### src/rtl/mmio_pkg.sv
// Shared constants for the MMIO hub: default address map, STATUS bit layout,
// LFSR polynomial/seed and the default dot-update field layout.
package mmio_pkg;

  localparam int unsigned DEF_DOT_COUNT   = 450;
  localparam int unsigned DEF_DOT_BASE    = 100;
  localparam int unsigned DEF_RNG_ADDR    = 99;
  localparam int unsigned DEF_GEN_ADDR    = 98;
  localparam int unsigned DEF_STATUS_ADDR = 97;

  localparam int ST_EMPTY_BIT = 0;
  localparam int ST_FULL_BIT  = 1;
  localparam int ST_OVF_BIT   = 2;
  localparam int ST_COUNT_LSB = 7;
  localparam int ST_COUNT_W   = 8;

  localparam logic [31:0] LFSR_TAPS = 32'h8020_0003;
  localparam logic [31:0] LFSR_SEED = 32'hACE1_0001;

  localparam int DEF_ID_W  = $clog2(DEF_DOT_COUNT);
  localparam int DEF_LOC_W = 10;

  typedef struct packed {
    logic                 is_y;
    logic [DEF_ID_W-1:0]  id;
    logic [DEF_LOC_W-1:0] loc;
  } dot_upd_t;

  // Right-shifting Galois step; a non-zero state never maps to zero.
  function automatic logic [31:0] lfsr_next(input logic [31:0] s);
    return (s >> 1) ^ (s[0] ? LFSR_TAPS : 32'h0);
  endfunction

endpackage

### src/rtl/dot_fifo.sv
// Synchronous FIFO for dot updates; a push into a full FIFO is accepted when a
// pop happens in the same cycle. Head word is read combinationally, zero when empty.
module dot_fifo #(
  parameter int WIDTH = 20,
  parameter int DEPTH = 8
) (
  input  logic                       clock,
  input  logic                       reset,
  input  logic                       wr_en,
  input  logic [WIDTH-1:0]           wr_data,
  input  logic                       rd_en,
  output logic [WIDTH-1:0]           rd_data,
  output logic                       full,
  output logic                       empty,
  output logic [$clog2(DEPTH):0]     count
);

  localparam int AW = $clog2(DEPTH);

  logic [WIDTH-1:0] r_mem [DEPTH];
  logic [AW-1:0]    r_wr_ptr;
  logic [AW-1:0]    r_rd_ptr;
  logic [AW:0]      r_count;
  logic             w_do_rd;
  logic             w_do_wr;

  assign empty   = (r_count == '0);
  assign full    = (r_count == (AW+1)'(DEPTH));
  assign count   = r_count;
  assign w_do_rd = rd_en & ~empty;
  assign w_do_wr = wr_en & (~full | w_do_rd);
  assign rd_data = empty ? '0 : r_mem[r_rd_ptr];

  always_ff @(posedge clock) begin
    if (w_do_wr) begin
      r_mem[r_wr_ptr] <= wr_data;
    end
  end

  always_ff @(posedge clock) begin
    if (reset) begin
      r_wr_ptr <= '0;
      r_rd_ptr <= '0;
      r_count  <= '0;
    end else begin
      if (w_do_wr) r_wr_ptr <= r_wr_ptr + 1'b1;
      if (w_do_rd) r_rd_ptr <= r_rd_ptr + 1'b1;
      r_count <= r_count + (AW+1)'(w_do_wr) - (AW+1)'(w_do_rd);
    end
  end

endmodule

### src/rtl/mmio_hub.sv
// Memory-mapped I/O hub: address decode, dot-update queue, LFSR, generation
// counter, status register and a one-cycle-latency read mux aligned with RAM.
module mmio_hub
  import mmio_pkg::*;
#(
  parameter int unsigned DOT_COUNT   = DEF_DOT_COUNT,
  parameter int unsigned DOT_BASE    = DEF_DOT_BASE,
  parameter int unsigned RNG_ADDR    = DEF_RNG_ADDR,
  parameter int unsigned GEN_ADDR    = DEF_GEN_ADDR,
  parameter int unsigned STATUS_ADDR = DEF_STATUS_ADDR,
  parameter int          FIFO_DEPTH  = 8,
  parameter int          LOC_W       = DEF_LOC_W,
  parameter int unsigned GEN_MAX     = 9999,
  parameter int          RNG_ON_READ = 0,
  localparam int         ID_W        = $clog2(DOT_COUNT)
) (
  input  logic              clock,
  input  logic              reset,
  input  logic              wren,
  input  logic [31:0]       address_dmem,
  input  logic [31:0]       data,
  input  logic [31:0]       ram_q,
  output logic              ram_wren,
  output logic [31:0]       q_dmem,
  input  logic              inc_seg7,
  output logic              dot_valid,
  input  logic              dot_ready,
  output logic              dot_is_y,
  output logic [ID_W-1:0]   dot_id,
  output logic [LOC_W-1:0]  dot_loc,
  output logic [13:0]       gen_value,
  output logic              overflow
);

  localparam logic [31:0] X_LO   = 32'(DOT_BASE);
  localparam logic [31:0] Y_LO   = 32'(DOT_BASE + DOT_COUNT);
  localparam logic [31:0] Y_HI   = 32'(DOT_BASE + 2 * DOT_COUNT);
  localparam logic [13:0] GEN_TOP = 14'(GEN_MAX);
  localparam int          FW     = 1 + ID_W + LOC_W;
  localparam int          CW     = $clog2(FIFO_DEPTH) + 1;

  logic          w_is_x, w_is_y, w_is_dot, w_is_rng, w_is_gen, w_is_status, w_is_ram;
  logic [ID_W-1:0] w_id;
  logic [FW-1:0] w_push_word;
  logic [FW-1:0] w_head;
  logic          w_full, w_empty, w_pop, w_dot_wr, w_drop;
  logic [CW-1:0] w_count;
  logic [31:0]   w_status;
  logic [31:0]   w_rd_val;
  logic [13:0]   w_gen_load;

  logic [31:0]   r_lfsr;
  logic [13:0]   r_gen;
  logic          r_ovf;
  logic          r_rd_ram;
  logic [31:0]   r_rd_val;

  assign w_is_x      = (address_dmem >= X_LO) && (address_dmem < Y_LO);
  assign w_is_y      = (address_dmem >= Y_LO) && (address_dmem < Y_HI);
  assign w_is_dot    = w_is_x | w_is_y;
  assign w_is_rng    = (address_dmem == 32'(RNG_ADDR));
  assign w_is_gen    = (address_dmem == 32'(GEN_ADDR));
  assign w_is_status = (address_dmem == 32'(STATUS_ADDR));
  assign w_is_ram    = ~(w_is_dot | w_is_rng | w_is_gen | w_is_status);
  assign ram_wren    = wren & w_is_ram;

  assign w_id        = w_is_y ? ID_W'(address_dmem - Y_LO) : ID_W'(address_dmem - X_LO);
  assign w_push_word = {w_is_y, w_id, data[LOC_W-1:0]};
  assign w_pop       = ~w_empty & dot_ready;
  assign w_dot_wr    = wren & w_is_dot;
  assign w_drop      = w_dot_wr & w_full & ~w_pop;

  dot_fifo #(
    .WIDTH (FW),
    .DEPTH (FIFO_DEPTH)
  ) u_fifo (
    .clock   (clock),
    .reset   (reset),
    .wr_en   (w_dot_wr),
    .wr_data (w_push_word),
    .rd_en   (w_pop),
    .rd_data (w_head),
    .full    (w_full),
    .empty   (w_empty),
    .count   (w_count)
  );

  assign dot_valid = ~w_empty;
  assign {dot_is_y, dot_id, dot_loc} = w_head;
  assign gen_value = r_gen;
  assign overflow  = r_ovf;
  assign w_gen_load = (data[13:0] <= GEN_TOP) ? data[13:0] : 14'd0;

  always_comb begin
    w_status = '0;
    w_status[ST_EMPTY_BIT] = w_empty;
    w_status[ST_FULL_BIT]  = w_full;
    w_status[ST_OVF_BIT]   = r_ovf;
    w_status[ST_COUNT_LSB +: ST_COUNT_W] = ST_COUNT_W'(w_count);
  end

  always_comb begin
    w_rd_val = '0;
    if (w_is_rng)         w_rd_val = r_lfsr;
    else if (w_is_gen)    w_rd_val = {18'd0, r_gen};
    else if (w_is_status) w_rd_val = w_status;
  end

  always_ff @(posedge clock) begin
    if (reset) begin
      r_lfsr <= LFSR_SEED;
    end else if ((RNG_ON_READ == 0) || (w_is_rng && !wren)) begin
      r_lfsr <= lfsr_next(r_lfsr);
    end
  end

  // A GEN write takes priority over a simultaneous increment pulse.
  always_ff @(posedge clock) begin
    if (reset) begin
      r_gen <= '0;
    end else if (wren && w_is_gen) begin
      r_gen <= w_gen_load;
    end else if (inc_seg7) begin
      r_gen <= (r_gen >= GEN_TOP) ? 14'd0 : r_gen + 14'd1;
    end
  end

  always_ff @(posedge clock) begin
    if (reset) begin
      r_ovf <= 1'b0;
    end else if (w_drop) begin
      r_ovf <= 1'b1;
    end else if (wren && w_is_status && data[ST_OVF_BIT]) begin
      r_ovf <= 1'b0;
    end
  end

  always_ff @(posedge clock) begin
    if (reset) begin
      r_rd_ram <= 1'b0;
      r_rd_val <= '0;
    end else begin
      r_rd_ram <= w_is_ram;
      r_rd_val <= w_rd_val;
    end
  end

  assign q_dmem = r_rd_ram ? ram_q : r_rd_val;

endmodule

### config.mk
export PLATFORM = sky130hd
export DESIGN_NAME = mmio_hub
export DESIGN_NICKNAME = d
export VERILOG_FILES = /design/src/rtl/mmio_pkg.sv /design/src/rtl/dot_fifo.sv /design/src/rtl/mmio_hub.sv
export SDC_FILE = /design/constraint.sdc
export NUM_CORES = 1
export LEC_CHECK = 0
export CAP_MARGIN = 20
export CORE_ASPECT_RATIO = 0.5
export CORE_MARGIN = 2
export CORE_UTILIZATION = 35
export DETAILED_ROUTE_END_ITERATION = 6
export HOLD_SLACK_MARGIN = 0.15
export MAX_ROUTING_LAYER = met4
export PLACE_DENSITY = 0.66
export SYNTH_ARGS = -nofsm -noshare
export SYNTH_HDL_FRONTEND = slang
export SYNTH_HIERARCHICAL = 1
export SYNTH_SLANG_ARGS = --single-unit
### constraint.sdc
create_clock -name clock -period 7 [get_ports clock]
set_input_delay 1.4 -clock clock [delete_from_list [all_inputs] [get_ports clock]]
set_output_delay 1.4 -clock clock [all_outputs]
set_load 0.03 [all_outputs]
==> results.txt <==
----------------------------------------------------
[Status]
  Run status ... finished, violations left
  Violated checks ... DRC

[Yosys]
  Yosys synthesis warning count ... 6
  Summed instance area of the synthesized netlist ... around 11000 µm²
  Cell count after synthesis ... around 750
  Syn avg cell area ... 14.1 µm²
  Most used flip-flop cell after synthesis ... sky130_fd_sc_hd__edfxtp_1
  Count of flip-flops with a built-in enable after synthesis ... between 150 and 200
  Post-synthesis register bit count ... between 200 and 300
  Sequential-to-total area share from yosys stat ... between 60% and 70%
  Library cells used by synthesis ... between 60 and 70
  Async SR Flop Fraction ... 0%
  Number of nets produced by synthesis ... ~860

[Power]
  Worst-case vdd ir drop ... between 150 and 200 µV
  Static Leak ... 4.47 nW
  Total power divided by cell area ... between 200 and 300 nW/µm²

[Drt]
  Residual DRC count ... 7
  Number of nets with antenna violations after detailed routing ... 0
  Total number of vias ... 6716
  Starting DRT DRC Count ... roughly 530
  Total wirelength of the detailed-routed design ... approximately 24000 µm
  Drt via density ... 5.14
  Total iterations of the first detailed-routing run ... 7
  Routed len/inst ... between 15 and 20 µm

[Cells and area]
  Share of post-route cells with drive strength above 1 ... ~16%
  Final design instance area without fill ... between 10000 and 15000 µm²
  FF/Latch Area ... approximately 6700 µm²
  Filler cells ... 2617
  Footprint of the multi-input gates ... around 3600 µm²
  Layout overhead on the synthesized area ... 25.1%
  ANT cells ... 0
  NumNets Final ... approximately 1000

[GRT]
  Overall global routing resource usage ... between 10% and 20%
  Pin count of the biggest net entering global routing ... 78
  Wire length of the first global-routing pass ... approximately 38000 µm
  Antenna violations before repair ... 0
  Via count of the first global-routing pass ... between 6000 and 7000
  Global route overflow ... 0

[Critical path]
  Maximum fanout along the worst path ... 7
  Depth of the most critical reg-to-reg path ... 9
  CP endpoint ... ram_wren
  Endpoint of the worst register-to-register path ... u_fifo/r_mem[1][14]$_DFFE_PP_
  Kind of critical path ... input port to output pin
  Minimum setup slack among reg-to-reg paths ... between 3 and 4 ns
  Category of the worst setup path capture point ... output pin
  Worst Setup SP ... address_dmem[3]
  Arrival time at the worst endpoint ... around 4.3 ns
  Required time of the critical path ... between 5 and 6 ns
  Critical path startpoint category ... input port
  Reg-to-Reg Start ... u_fifo/count[2]$_SDFF_PP0_

[Clock network]
  Deepest clock path buffer count ... 3
  PostCTS Resize Cnt ... 0
  Clock tree root buffer cell ... sky130_fd_sc_hd__clkbuf_16
  Post-cts hold buffer count ... 0
  TritonCTS clock tree ... built
  Post CTS Setup Buffer Count ... 0
  Clock Latency Late Sink ... between 0.5 and 0.6 ns
  Clk sinks ... around 250
  Cts bufs inserted ... 24
  H-Tree Depth ... 1
  Clk pin slew, worst setup/hold paths ... about 0.060 ns

[STA]
  Final sum of negative setup slack ... 0 ns
  Max_slew headroom ... between 20% and 30%
  Slew Viols, Final ... 0
  Max Clock Freq ... between 150 and 200 MHz
  Share of the clock period used by the worst path ... between 80% and 90%
  Hold Fails Final Rpt ... 0
  Post-layout min period ... between 5 and 6 ns
  Finish-stage setup viols ... 0
  Unrepaired setup endpoints after global routing ... no
  Final Skew ... roughly 0.01 ns
  Worst-margin pin slew ... roughly 1.1 ns

[Placed design]
  HPWL after detailed placement ... between 15000 and 20000 µm
  Placement Cell Area ... 12400 µm²
  Gpl congestion ... between 0.8 and 0.9
  Number of buffer cells added on primary ports ... 151

[Floorplan]
  Number of primary I/O pins ... 170
  Die Span Y ... around 130 µm
  Die W ... about 250 µm
  Floorplan Core Area ... approximately 29000 µm²
  Die footprint ... around 32000 µm²
  Initial Util ... 36.0%
  Std-Cell Rows ... between 40 and 50

[Hold path]
  Hold Startpoint ... r_lfsr[17]$_SDFF_PP0_
  Worst min-delay path class ... flop to flop

[Flow run]
  Number of max-capacitance violations reported ... 0

----------------------------------------------------
[power by group]
group | internal (mW) | switching [mW]
clock | 0.686 | 0.537
sequential | 1.61 | 0.0716
combinational | 0.376 | 0.377
total | 2.68 | 0.985
[cells in the final DEF, fill, tap and decap left out, drive strengths merged, types with 3 or more instances in the layout]
cell type      synthesis  routed
or3b                   3       3
inv                   20      21
or2                    7       7
clkinv                 0       9
nor3                  18      18
nand2                 21      21
dfxtp                 93      93
clkdlybuf4s50          0     150
o22ai                  4       4
clkbuf                26      34
buf                   16      15
mux2                  35      35
a21oi                 30      30
edfxtp               160     160
o211ai                 4       4
nand3b                 4       4
and3                   5       5
mux4                  40      40
nand3                 17      17
or3                    6       6
ha                    12      12
nor3b                  5       5
xnor2                 10      10
nor2                  49      49
o21ai                 17      17
nand4b                 3       3
o31ai                  3       3
a22o                  20      20
nor4                  18      18
mux2i                  6       6
nand2b                 6       6
a22oi                  7       7
nand4                  5       5
nor2b                 33      33
a211oi                 7       7
and2                  21      21
[kinds of logic (layout without fill, tap and decap cells)]
kind of cell               after synthesis  in the layout  synth area share (%)
AOI/OAI and AO/OA                      102            102                  6.40
and+or+nand+nor                        226            226                  12.0
buffers and inverters                   62            229                  2.92
xor gates and xnor gates                11             11                 0.915
DFF                                    253            253                  63.3
muxes                                   81             81                  12.9
adders and majority gates               13             13                  1.62
[how the worst min path moves through the flow]
| stage | endpoint | slack, ns | cells past startpoint |
|---|---|---|---|
| 6_report | r_lfsr[16]$_SDFF_PP1_ | 0.44 | 1 |
| 5_1_grt | r_lfsr[16]$_SDFF_PP1_ | 0.46 | 1 |
| 4_1_cts | r_lfsr[27]$_SDFF_PP1_ | 0.44 | 1 |
| 3_5_place_dp | r_lfsr[22]$_SDFF_PP1_ | 0.42 | 1 |
| 3_3_place_gp | r_lfsr[27]$_SDFF_PP1_ | 0.42 | 1 |
| 2_1_floorplan | r_lfsr[16]$_SDFF_PP1_ | 0.41 | 1 |
[worst max-delay path: stages]
cell,delay [ns]
sky130_fd_sc_hd__clkdlybuf4s50_1,0.64
sky130_fd_sc_hd__inv_1,0.13
sky130_fd_sc_hd__ha_1,0.23
sky130_fd_sc_hd__or3b_2,0.19
sky130_fd_sc_hd__a21oi_1,0.05
sky130_fd_sc_hd__or3_2,0.46
sky130_fd_sc_hd__a31o_2,0.23
sky130_fd_sc_hd__o21ai_0,0.17
sky130_fd_sc_hd__and2_1,0.15
sky130_fd_sc_hd__clkdlybuf4s50_1,0.68
[sequential cells by signal, summed over array words and instances (netlist names), named ones only]
| name | cells |
|---|---|
| gen_value | 14 |
| overflow | 1 |
| r_lfsr | 32 |
| r_rd_ram | 1 |
| r_rd_val | 32 |
| u_fifo/count | 4 |
| u_fifo/r_mem | 160 |
| u_fifo/r_rd_ptr | 3 |
| u_fifo/r_wr_ptr | 3 |
[per-stage QoR]
| step | hold slack (ns) | utilization (%) | worst slack, ns | power [mW] | instances |
|---|---|---|---|---|---|
| 2_1_floorplan | 0.405 | - | 1.28 | 2.19 | 748 |
| 3_3_place_gp | 0.417 | 42.4 | 1.31 | 2.47 | 1262 |
| 3_5_place_dp | 0.417 | 42.4 | 1.26 | 2.48 | 1262 |
| 4_1_cts | 0.442 | 45.0 | 1.25 | 3.70 | 1306 |
| 5_1_grt | 0.460 | 45.0 | 1.05 | 3.81 | 1306 |
| 6_report | 0.435 | 45.0 | 1.26 | 3.66 | 1306 |
[cell usage after synthesis, drive strengths merged, types with 2 or more instances]
cell type  count  area share, %
a211o          2           0.17
a211oi         7           0.50
a21oi         30            1.4
a22o          20            1.7
a22oi          7           0.50
and2          21            1.3
and3           5           0.30
buf           16           0.89
clkbuf        26            1.3
dfxtp         93             18
edfxtp       160             46
ha            12            1.4
inv           20           0.71
mux2          35            3.7
mux2i          6           0.57
mux4          40            8.6
nand2         21           0.75
nand2b         6           0.36
nand3         17           0.81
nand3b         4           0.29
nand4          5           0.30
nand4b         3           0.25
nor2          49            1.7
nor2b         33            2.0
nor3          18           0.90
nor3b          5           0.36
nor4          18            1.2
o211ai         4           0.29
o21a           2           0.14
o21ai         17           0.81
o22ai          4           0.24
o31ai          3           0.21
or2            7           0.42
or3            6           0.42
or3b           3           0.25
xnor2         10           0.83
[area by class of cell]
cell class / count / share of cell area (%)
clock buffers: 34 / 5.22
clock inverters: 10 / 0.446
inverters: 20 / 0.570
multi-input cells: 433 / 27.2
flip-flops and latches: 253 / 50.6
well taps: 391 / 3.71
repair buffers: 165 / 12.2
[metal layers]
| layer | vias up | global-route usage [%] | share of wire, % |
|---|---|---|---|
| li1 | 3128 | - | - |
| met1 | 3332 | 20.0 | 43 |
| met2 | 227 | 26.4 | 50 |
| met3 | 29 | 2.46 | 5.5 |
| met4 | 0 | 3.05 | 1.2 |
| met5 | - | - | 0 |
(Power assumes the default switching activity.)
